`config.mk`:
```
export PLATFORM = sky130hd
export DESIGN_NAME = pme_event_ctrl_flat
export DESIGN_NICKNAME = d
export VERILOG_FILES = /design/src/rtl/pme_pkg.sv /design/src/rtl/pme_event_ctrl_if.sv /design/src/rtl/pme_db_chan.sv /design/src/rtl/pme_event_ctrl.sv /design/src/flat_wrapper.sv
export SDC_FILE = /design/constraint.sdc
export NUM_CORES = 1
export LEC_CHECK = 0
export ABC_AREA = 1
export CAP_MARGIN = 20
export CORE_UTILIZATION = 30
export DETAILED_ROUTE_END_ITERATION = 10
export GPL_TIMING_DRIVEN = 0
export PLACE_DENSITY_LB_ADDON = 0.25
export SYNTH_ARGS = -nofsm -noshare
export SYNTH_HDL_FRONTEND = slang
export SYNTH_SLANG_ARGS = --single-unit
export TNS_END_PERCENT = 100
```
`constraint.sdc`:
```
create_clock -name clk -period 1.05 [get_ports clk]
set_input_delay 0.21 -clock clk [delete_from_list [all_inputs] [get_ports clk]]
set_output_delay 0.21 -clock clk [all_outputs]
set_load 0.03 [all_outputs]
```
`src/rtl/pme_pkg.sv`:
```
// Shared constants for the PME event controller: edge-mode encodings and
// the parameter limits the controller is built for.
package pme_pkg;

  localparam logic PME_EDGE_ASSERT = 1'b0;
  localparam logic PME_EDGE_BOTH   = 1'b1;

  localparam int unsigned PME_CH_MAX = 32;
  localparam int unsigned PME_DB_MAX = 8;

endpackage

```
`src/rtl/pme_event_ctrl_if.sv`:
```
// Bundle between wake-source/register side and the PME event controller.
// master drives sources and register strobes; slave is the controller.
interface pme_event_ctrl_if #(
  parameter int unsigned CH_NUM = 8
);

  logic              t1hz_tick;
  logic [CH_NUM-1:0] pme_src;
  logic [CH_NUM-1:0] pme_mask_n;
  logic [CH_NUM-1:0] edge_mode;
  logic [CH_NUM-1:0] sts_clr;
  logic [CH_NUM-1:0] db_pme_src;
  logic [CH_NUM-1:0] pme_sts;
  logic              pme_event_pls;
  logic              pme_irq;

  modport master (
    output t1hz_tick, pme_src, pme_mask_n, edge_mode, sts_clr,
    input  db_pme_src, pme_sts, pme_event_pls, pme_irq
  );

  modport slave (
    input  t1hz_tick, pme_src, pme_mask_n, edge_mode, sts_clr,
    output db_pme_src, pme_sts, pme_event_pls, pme_irq
  );

endinterface

```
`src/rtl/pme_db_chan.sv`:
```
// One PME channel: tick-sampled history, hysteresis debounce and
// rise/fall detection against a one-clock delayed copy of the debounced state.
module pme_db_chan #(
  parameter int unsigned DB_DEPTH = 2
) (
  input  logic clk,
  input  logic rst_n,
  input  logic tick_i,
  input  logic src_i,
  output logic db_o,
  output logic rise_c_o,
  output logic fall_c_o
);

  logic [DB_DEPTH-1:0] hist_q, hist_d;
  logic                db_q, db_d;
  logic                db_dly_q;

  // Output only moves on a unanimous history, so a lone glitch sample holds it.
  always_comb begin
    hist_d = hist_q;
    db_d   = db_q;
    if (tick_i) begin
      hist_d = (hist_q << 1) | DB_DEPTH'(src_i);
    end
    if (&hist_q) begin
      db_d = 1'b1;
    end else if (~|hist_q) begin
      db_d = 1'b0;
    end
  end

  always_ff @(posedge clk or negedge rst_n) begin
    if (!rst_n) begin
      hist_q   <= '0;
      db_q     <= 1'b0;
      db_dly_q <= 1'b0;
    end else begin
      hist_q   <= hist_d;
      db_q     <= db_d;
      db_dly_q <= db_q;
    end
  end

  assign db_o     = db_q;
  assign rise_c_o = db_q & ~db_dly_q;
  assign fall_c_o = ~db_q & db_dly_q;

endmodule

```
`src/rtl/pme_event_ctrl.sv`:
```
// Multi-channel PME debouncer with sticky W1C status, one aggregated event
// pulse and a masked level interrupt toward the register block.
module pme_event_ctrl
  import pme_pkg::*;
#(
  parameter int unsigned CH_NUM   = 8,
  parameter int unsigned DB_DEPTH = 2
) (
  input  logic             clk,
  input  logic             pgoodaux,
  pme_event_ctrl_if.slave  bus
);

  if ((CH_NUM == 0) || (CH_NUM > PME_CH_MAX) ||
      (DB_DEPTH == 0) || (DB_DEPTH > PME_DB_MAX)) begin : g_bad_param
    $error("pme_event_ctrl: CH_NUM or DB_DEPTH out of range");
  end

  logic [CH_NUM-1:0] db;
  logic [CH_NUM-1:0] rise_c;
  logic [CH_NUM-1:0] fall_c;
  logic [CH_NUM-1:0] qual_c;
  logic [CH_NUM-1:0] sts_q, sts_d;
  logic              pls_q, pls_d;

  for (genvar i = 0; i < CH_NUM; i++) begin : g_chan
    pme_db_chan #(
      .DB_DEPTH (DB_DEPTH)
    ) u_chan (
      .clk      (clk),
      .rst_n    (pgoodaux),
      .tick_i   (bus.t1hz_tick),
      .src_i    (bus.pme_src[i]),
      .db_o     (db[i]),
      .rise_c_o (rise_c[i]),
      .fall_c_o (fall_c[i])
    );
  end

  // Set beats clear; masking blocks new events but never drops pending status.
  always_comb begin
    qual_c = '0;
    for (int i = 0; i < int'(CH_NUM); i++) begin
      qual_c[i] = (rise_c[i] | (fall_c[i] & (bus.edge_mode[i] == PME_EDGE_BOTH)))
                  & bus.pme_mask_n[i];
    end
    sts_d = (sts_q & ~bus.sts_clr) | qual_c;
    pls_d = |qual_c;
  end

  always_ff @(posedge clk or negedge pgoodaux) begin
    if (!pgoodaux) begin
      sts_q <= '0;
      pls_q <= 1'b0;
    end else begin
      sts_q <= sts_d;
      pls_q <= pls_d;
    end
  end

  assign bus.db_pme_src    = db;
  assign bus.pme_sts       = sts_q;
  assign bus.pme_event_pls = pls_q;
  assign bus.pme_irq       = |(sts_q & bus.pme_mask_n);

endmodule

```
`src/flat_wrapper.sv`:
```
// flat-port wrapper written by rule: the top's interface ports become plain ports
module pme_event_ctrl_flat import pme_pkg::*;
#(
  parameter int unsigned CH_NUM   = 8,
  parameter int unsigned DB_DEPTH = 2
)
  (clk, pgoodaux, bus_t1hz_tick, bus_pme_src, bus_pme_mask_n, bus_edge_mode, bus_sts_clr, bus_db_pme_src, bus_pme_sts, bus_pme_event_pls, bus_pme_irq);
  pme_event_ctrl_if #(.CH_NUM(CH_NUM)) bus_i ();
  input  logic clk;
  input  logic pgoodaux;
  input wire logic [$bits(bus_i.t1hz_tick)-1:0] bus_t1hz_tick;
  input wire logic [$bits(bus_i.pme_src)-1:0] bus_pme_src;
  input wire logic [$bits(bus_i.pme_mask_n)-1:0] bus_pme_mask_n;
  input wire logic [$bits(bus_i.edge_mode)-1:0] bus_edge_mode;
  input wire logic [$bits(bus_i.sts_clr)-1:0] bus_sts_clr;
  output wire logic [$bits(bus_i.db_pme_src)-1:0] bus_db_pme_src;
  output wire logic [$bits(bus_i.pme_sts)-1:0] bus_pme_sts;
  output wire logic [$bits(bus_i.pme_event_pls)-1:0] bus_pme_event_pls;
  output wire logic [$bits(bus_i.pme_irq)-1:0] bus_pme_irq;
  assign bus_i.t1hz_tick = bus_t1hz_tick;
  assign bus_i.pme_src = bus_pme_src;
  assign bus_i.pme_mask_n = bus_pme_mask_n;
  assign bus_i.edge_mode = bus_edge_mode;
  assign bus_i.sts_clr = bus_sts_clr;
  assign bus_db_pme_src = bus_i.db_pme_src;
  assign bus_pme_sts = bus_i.pme_sts;
  assign bus_pme_event_pls = bus_i.pme_event_pls;
  assign bus_pme_irq = bus_i.pme_irq;
  pme_event_ctrl #(.CH_NUM(CH_NUM), .DB_DEPTH(DB_DEPTH)) u_core (.clk(clk), .pgoodaux(pgoodaux), .bus(bus_i));
endmodule
```
==> metrics.log, run 1 <==
[metrics] number of buffers added by the clock tree synthesis step: 5
[metrics] total die area: 6340 µm²
[metrics] final net count: 311
[metrics] Setup-failing EPs final: 18
[metrics] pin slew with the least headroom to its limit: 0.421 ns
[metrics] fraction of synthesized cell area taken by the top area cell type: 56.7%
[metrics] detailed-route via count: 1434
[metrics] Cell variety after synth: 12
[metrics] leakage power summed over all cells: 1.34 nW
[metrics] num rows: 27
[metrics] Worst Slack Setup Final: -0.338 ns
[metrics] clock tree from TritonCTS: yes
[metrics] GRT overflow: 0
[metrics] series of cell instances along the critical path: inv_2, o21ai_1, nor2_1, nand2_2, buf_6
[metrics] vertical die dimension: 79.6 µm
[metrics] Worst path slowest cell: sky130_fd_sc_hd__dfrtp_2
[metrics] endpoints failing hold: 0
[metrics] number of diodes: 0
[metrics] minimum clock period after layout: 1.39 ns
[metrics] kind of cell adding the most delay to the critical path: flip-flops
[metrics] CP endpoint kind: primary output
[metrics] cell count after placement: 319
[metrics] fraction of the cycle the final worst path needs: 132%
[metrics] RSZ-0062 raised after global routing: yes
[metrics] width of the die: 79.6 µm
[metrics] clock input transition at the sequential cells of the worst setup and hold paths: 0.08 ns
[metrics] source-to-sink clock delay at the later pin of the worst-skew pair: 0.29 ns
[metrics] final instance area: 2750 µm²
[metrics] core region area: 5640 µm²
[metrics] clk_skew: 0.00410 ns
[metrics] wire length reported by the detailed router: 3890 µm
[metrics] peak fanout along the critical path: 2
[metrics] clock buffer depth: 2
[metrics] RR Startpoint: u_core.g_chan[6].u_chan.db_o
[metrics] number of cells on the worst reg-to-reg path: 7
[metrics] Clock Sink Count: 41
[metrics] area growth from synthesis to layout: 52.2%
[metrics] worst path bufs/invs: 2
[metrics] worst setup slack for register-to-register paths: -0.01 ns
[metrics] antenna violations before repair: 0
[metrics] synthesized area: 1810 µm²
[metrics] result of the run: complete, but fails checks
[metrics] Max transition margin: 71.9%
[metrics] pwr/cell area: 2220 nW/µm²
[metrics] instance area after placement: 2450 µm²
[metrics] remaining number of nets flagged by the antenna check after routing: 0
[metrics] top-level I/O count: 53
[metrics] drt drc: 0
[metrics] wire length of the first global-routing pass: 6500 µm
[metrics] fraction of layout instances using a drive strength above 1: 28.3%
[metrics] top cells by area in the synthesized netlist: sky130_fd_sc_hd__dfrtp_1 57%, sky130_fd_sc_hd__nand2_1 8.7%, sky130_fd_sc_hd__inv_1 5.8%, sky130_fd_sc_hd__ha_1 5.5%, sky130_fd_sc_hd__o21ai_0 5.0%
[metrics] highest clock frequency the design can meet: 0.720 GHz
[metrics] per-cell via count in the routed design: 4.21
[metrics] max-slew violation total from the final report: 0
[metrics] H-tree lvl count: 2
[metrics] nature of the critical path startpoint: flop
[metrics] number of buffers added on ports: 52
[metrics] worst ir drop on vdd: 936 µV
[metrics] leading area contributor after synthesis: sky130_fd_sc_hd__dfrtp_1
[metrics] delay of the slowest cell on the worst path: 0.42 ns
[metrics] number of instances in the synthesized netlist: 194
[metrics] final cell utilization of the core: 48.8%
[metrics] fill count: 542
[metrics] average footprint of a synthesized cell: 9.32 µm²
[metrics] first-pass detailed-route iteration total: 3
[metrics] Synth Net Count: 237
[metrics] via count of the first global-routing pass: 1476
[metrics] Worst Path Required: 0.84 ns
[metrics] number of storage elements in the synthesis netlist: 41
[metrics] type of the setup path with the least slack: flop to primary output
[metrics] failing checks: setup timing
[metrics] detailed-placement wirelength estimate: 2830 µm
[metrics] root buffer selected by CTS: sky130_fd_sc_hd__clkbuf_8
[metrics] mean routed wirelength per cell: 11.4 µm
[metrics] final instance count without filler cells: 341
[metrics] global-route usage over all layers: 13.8%
[metrics] count of max-cap constraint violations: 0
[metrics] initial cell density of the core: 32.0%
[metrics] placer congestion estimate: 0.708
[metrics] register area share after synthesis: 56.7%
[metrics] Worst R2R End: u_core.bus.pme_event_pls
[metrics] count of routing violations after the opening detailed-route iteration: 33
[metrics] number of warning messages in the yosys log: 0
[metrics] critical path data arrival time: 1.18 ns
[metrics] maximum number of pins on one net before global-route repair: 26
[metrics] worst min path class: input port to asynchronous set/reset pin
-- through the flow --
step | setup slack, ns | setup TNS, ns | power (mW) | hold WS (ns)
after floorplan | -0.00720 | -0.00720 | 3.41 | -0.0856
after global placement | -1.47 | -62.47 | 4.17 | 0.407
after detailed placement | -0.863 | -7.73 | 4.22 | 0.176
after CTS | -0.382 | -1.82 | 6.13 | 0.379
after global routing | -0.415 | -2.58 | 6.50 | 0.439
final | -0.338 | -1.74 | 6.11 | 0.388
-- logic make-up after synthesis --
group | Yosys count | synth area share [%]
simple gates | 66 | 14.0
flops | 41 | 56.7
compound gates | 40 | 12.7
buf+inv | 39 | 11.0
fa+ha+maj | 8 | 5.54
-- registers in the layout, indices dropped and copies added, names as in the netlist --
name	flops
u_core.bus.pme_event_pls	1
u_core.bus.pme_sts	8
u_core.g_chan.u_chan.db_dly_q	8
u_core.g_chan.u_chan.db_o	8
u_core.g_chan.u_chan.hist_q	16
-- synthesized netlist by cell type --
cell type and number:
sky130_fd_sc_hd__dfrtp_1 41, sky130_fd_sc_hd__nor2_1 20, sky130_fd_sc_hd__buf_4 8, sky130_fd_sc_hd__nand2_1 42, sky130_fd_sc_hd__nand3_1 4, sky130_fd_sc_hd__inv_1 28
sky130_fd_sc_hd__o21ai_2 2, sky130_fd_sc_hd__ha_1 8, sky130_fd_sc_hd__o21ai_0 18, sky130_fd_sc_hd__a21oi_2 6, sky130_fd_sc_hd__a21oi_1 14, sky130_fd_sc_hd__buf_6 3
-- repair_timing --
action	in CTS	in global routing
buffers inserted	11	3
endpoints found under the setup margin	18	20
endpoints found under the hold margin	16	0
gates resized for setup	138	6
gates cloned	0	0
hold buffers	1	0
pin swaps	3	2
-- power by group --
group	total (mW)	internal (mW)	leakage [nW]	switching (mW)
Clock	1.48	0.944	0.0681	0.538
Combinational	2.41	1.21	0.793	1.19
Sequential	2.22	1.97	0.478	0.246
-- worst max-delay path by stage --
stage	startpoint	end	slack, ns	depth (start not counted)
after floorplan	u_core.bus.pme_sts[1]	bus_pme_irq	-0.007	4
after global placement	pgoodaux	u_core.bus.pme_sts[2]	-1.47	1
after detailed placement	bus_pme_mask_n[3]	bus_pme_irq	-0.86	6
after CTS	u_core.bus.pme_sts[4]	bus_pme_irq	-0.38	5
after global routing	u_core.bus.pme_sts[5]	bus_pme_irq	-0.41	5
final	u_core.bus.pme_sts[2]	bus_pme_irq	-0.34	5
-- placed cells by master (no fill, tap or decap), drive strengths merged --
master	netlist	routed
o21ai	20	20
clkbuf	0	5
inv	28	28
clkinv	0	1
a21oi	20	20
dfrtp	41	41
nand2	42	42
bufinv	0	2
nor2	20	20
clkdlybuf4s50	0	33
dlygate4sd3	0	1
buf	11	44
nand3	4	4
ha	8	8
-- per-layer routing --
layer	vias to the layer above	global-route usage, %	routed length, µm
li1	757	-	-
met1	637	15.9	1720
met2	35	23.2	1870
met3	5	4.23	226
met4	0	6.55	75
met5	-	0	0
-- final cells by class --
class	instances	area, µm²	share of cell area [%]
sequential	41	1040	37.7
timing repair buffer	67	669	24.3
multi-input combinational	114	593	21.6
buffer	11	124	4.50
inverter	28	105	3.82
tap	72	90.1	3.27
clock buffer	5	68.8	2.50
clock inverter	3	65.1	2.36
No activity file was read; power rests on OpenSTA's default activity.
==> run 2: changes to the inputs <==
--- a/config.mk
+++ b/config.mk
@@ -9,7 +9,6 @@
 export CAP_MARGIN = 20
 export CORE_UTILIZATION = 30
 export DETAILED_ROUTE_END_ITERATION = 10
-export GPL_TIMING_DRIVEN = 0
 export PLACE_DENSITY_LB_ADDON = 0.25
 export SYNTH_ARGS = -nofsm -noshare
 export SYNTH_HDL_FRONTEND = slang
==> constraint.sdc (replaced) <==
create_clock -name clk -period 1.38 [get_ports clk]
set_input_delay 0.276 -clock clk [delete_from_list [all_inputs] [get_ports clk]]
set_output_delay 0.276 -clock clk [all_outputs]
set_load 0.03 [all_outputs]
==> metrics.log, run 2 (synthesis gave the netlist of run 1 again) <==
[metrics] via count of the first global-routing pass: 1338 (-9.3%)
[metrics] detailed-route via count: 1374 (-4.2%)
[metrics] instance area after placement: 2410 µm² (-1.3%)
[metrics] pin slew with the least headroom to its limit: 0.303 ns (-0.119 ns)
[metrics] most flop-heavy register: u_core.g_chan.u_chan.hist_q
[metrics] fill count: 550 (+1.5%)
[metrics] worst setup slack for register-to-register paths: 0.32 ns (+0.33 ns)
[metrics] RR Startpoint: u_core.g_chan[0].u_chan.db_o
[metrics] hold depth: 3
[metrics] Worst Slack Setup Final: -0.0792 ns (+0.259 ns)
[metrics] number of buffers added by the clock tree synthesis step: 5 (unchanged)
[metrics] final instance area: 2510 µm² (-8.7%)
[metrics] area growth from synthesis to layout: 39.0%
[metrics] top-level I/O count: 53 (unchanged)
[metrics] peak fanout along the critical path: 2 (unchanged)
[metrics] clock tree from TritonCTS: yes
[metrics] Worst Path Required: 1.10 ns (+0.26 ns)
[metrics] wire length of the first global-routing pass: 5900 µm (-9.2%)
[metrics] width of the die: 79.6 µm (unchanged)
[metrics] CP endpoint kind: primary output
[metrics] detailed-placement wirelength estimate: 2580 µm (-8.6%)
[metrics] per-cell via count in the routed design: 4.20 (about the same)
[metrics] count of max-cap constraint violations: 0 (unchanged)
[metrics] antenna violations before repair: 0 (unchanged)
[metrics] type of the setup path with the least slack: input port to primary output
[metrics] worst ir drop on vdd: 707 µV (-24%)
[metrics] max FFs per register: 16 (unchanged)
[metrics] worst min path class: input port to flop
[metrics] source-to-sink clock delay at the later pin of the worst-skew pair: 0.29 ns (about the same)
[metrics] first-pass detailed-route iteration total: 4 (+1)
[metrics] maximum number of pins on one net before global-route repair: 42 (+62%)
[metrics] leakage power summed over all cells: 1.25 nW (-6.7%)
[metrics] global-route usage over all layers: 12.4% (-1.4 points)
[metrics] remaining number of nets flagged by the antenna check after routing: 0 (unchanged)
[metrics] final net count: 297 (-4.5%)
[metrics] commonest cells after routing, fill and taps aside: 41 x sky130_fd_sc_hd__dfrtp_1, 40 x sky130_fd_sc_hd__nand2_1, 29 x sky130_fd_sc_hd__clkdlybuf4s50_1, 25 x sky130_fd_sc_hd__inv_1, 19 x sky130_fd_sc_hd__nor2_1
[metrics] clk_skew: 0.00576 ns (+0.00166 ns)
[metrics] placer congestion estimate: 0.772 (+9.0%)
[metrics] Setup-failing EPs final: 1 (-17)
[metrics] failing checks: setup timing
[metrics] Worst R2R End: u_core.bus.pme_event_pls
[metrics] endpoints failing hold: 0 (unchanged)
[metrics] core region area: 5640 µm² (unchanged)
[metrics] wire length reported by the detailed router: 3490 µm (-10%)
[metrics] initial cell density of the core: 32.0% (unchanged)
[metrics] mean routed wirelength per cell: 10.7 µm (-6.3%)
[metrics] overall power: 3.81 mW (-38%)
[metrics] minimum clock period after layout: 1.46 ns
[metrics] fraction of layout instances using a drive strength above 1: 18.4% (-9.8 points)
[metrics] most common library cell in the layout ignoring fill and taps: sky130_fd_sc_hd__dfrtp_1
[metrics] start point of the worst min-delay path: bus_pme_mask_n[1]
[metrics] Hold EP: u_core.bus.pme_sts[1]
[metrics] Clock Sink Count: 41 (unchanged)
[metrics] clock input transition at the sequential cells of the worst setup and hold paths: 0.08 ns (about the same)
[metrics] result of the run: complete, but fails checks
[metrics] max-slew violation total from the final report: 0 (unchanged)
[metrics] number of cells on the worst reg-to-reg path: 7 (unchanged)
[metrics] RSZ-0062 raised after global routing: yes
[metrics] fraction of the cycle the final worst path needs: 106%
[metrics] number of diodes: 0 (unchanged)
[metrics] root buffer selected by CTS: sky130_fd_sc_hd__clkbuf_8
[metrics] clock buffer depth: 2 (unchanged)
[metrics] GRT overflow: 0 (unchanged)
[metrics] drt drc: 0 (unchanged)
[metrics] critical path data arrival time: 1.18 ns (about the same)
[metrics] highest clock frequency the design can meet: 0.685 GHz
[metrics] num rows: 27 (unchanged)
[metrics] vertical die dimension: 79.6 µm (unchanged)
[metrics] H-tree lvl count: 2 (unchanged)
[metrics] Max transition margin: 79.9% (+8.0 points)
[metrics] pwr/cell area: 1520 nW/µm² (-32%)
[metrics] WHS: 0.418 ns (+0.0302 ns)
[metrics] nature of the critical path startpoint: input port
[metrics] total die area: 6340 µm² (unchanged)
[metrics] number of buffers added on ports: 52 (unchanged)
[metrics] count of routing violations after the opening detailed-route iteration: 59 (+79%)
[run 2: cell count changes in the layout (fill, tap and decap cells not counted), moves of 2 or more]
cell | before | now
sky130_fd_sc_hd__buf_6 | 30 | 1
sky130_fd_sc_hd__dlygate4sd2_1 | 0 | 9
sky130_fd_sc_hd__dfrtp_1 | 33 | 41
sky130_fd_sc_hd__dfrtp_2 | 8 | 0
sky130_fd_sc_hd__clkbuf_2 | 0 | 5
sky130_fd_sc_hd__clkdlybuf4s50_1 | 33 | 29
sky130_fd_sc_hd__o21ai_1 | 4 | 0
sky130_fd_sc_hd__o21ai_2 | 2 | 6
sky130_fd_sc_hd__buf_12 | 1 | 3
sky130_fd_sc_hd__bufinv_16 | 2 | 0
sky130_fd_sc_hd__clkdlybuf4s15_1 | 0 | 2
sky130_fd_sc_hd__inv_1 | 23 | 25
sky130_fd_sc_hd__inv_2 | 5 | 3
[run 2: power by group]
group	switching, mW	total, mW	internal (mW)
clock	0.388	0.738	0.350
combinational	0.830	1.40	0.573
sequential	0.183	1.67	1.48
[run 2: routing by layer]
layer,GRT usage [%],part of all wire (%)
met1,14.8,47
met3,4.80,8.0
met4,6.00,2.0
met5,0,0
met2,19.5,43
[run 2: final cells by class]
| type | count | area, µm² | share of cell area, % |
|---|---|---|---|
| Multi-Input combinational cell | 114 | 606 | 24.1 |
| Clock inverter | 2 | 10.0 | 0.398 |
| Tap cell | 72 | 90.1 | 3.59 |
| Sequential cell | 41 | 1030 | 40.8 |
| Inverter | 28 | 105 | 4.18 |
| Clock buffer | 6 | 72.6 | 2.89 |
| Timing Repair Buffer | 64 | 603 | 24.0 |
[run 2: how the worst max path moves through the flow]
stage / start / end / slack [ns] / cells after the start
floorplan: u_core.bus.pme_sts[3] / bus_pme_irq / 0.11 / 4
global placement: bus_pme_mask_n[7] / bus_pme_irq / -0.19 / 6
detailed placement: bus_pme_mask_n[7] / bus_pme_irq / -0.17 / 6
CTS: u_core.bus.pme_sts[1] / bus_pme_irq / -0.1 / 5
global route: u_core.bus.pme_sts[0] / bus_pme_irq / -0.15 / 5
finish: bus_pme_mask_n[2] / bus_pme_irq / -0.08 / 6
[run 2: worst max-delay path: stages]
cell and delay, ns:
sky130_fd_sc_hd__clkdlybuf4s50_1 0.47, sky130_fd_sc_hd__inv_2 0.04, sky130_fd_sc_hd__o21ai_2 0.13, sky130_fd_sc_hd__nor2_1 0.06, sky130_fd_sc_hd__nand2_1 0.08, sky130_fd_sc_hd__buf_6 0.13
[run 2: stage by stage]
stage	TNS, ns	utilization, %	setup slack, ns	instances
floorplan	0	-	0.106	194
global placement	-0.187	42.8	-0.187	316
detailed placement	-0.171	42.8	-0.171	316
CTS	-0.0963	44.3	-0.0963	326
global route	-0.147	44.5	-0.147	327
finish	-0.0792	44.5	-0.0792	327
[run 2: timing repair]
action	4_1_cts	5_1_grt
hold endpoints to repair	41	0
hold buffers	1	0
gates resized for setup	24	22
setup buffers	1	1
pin swaps	3	6
endpoints found under the setup margin	15	7
cloned	0	0
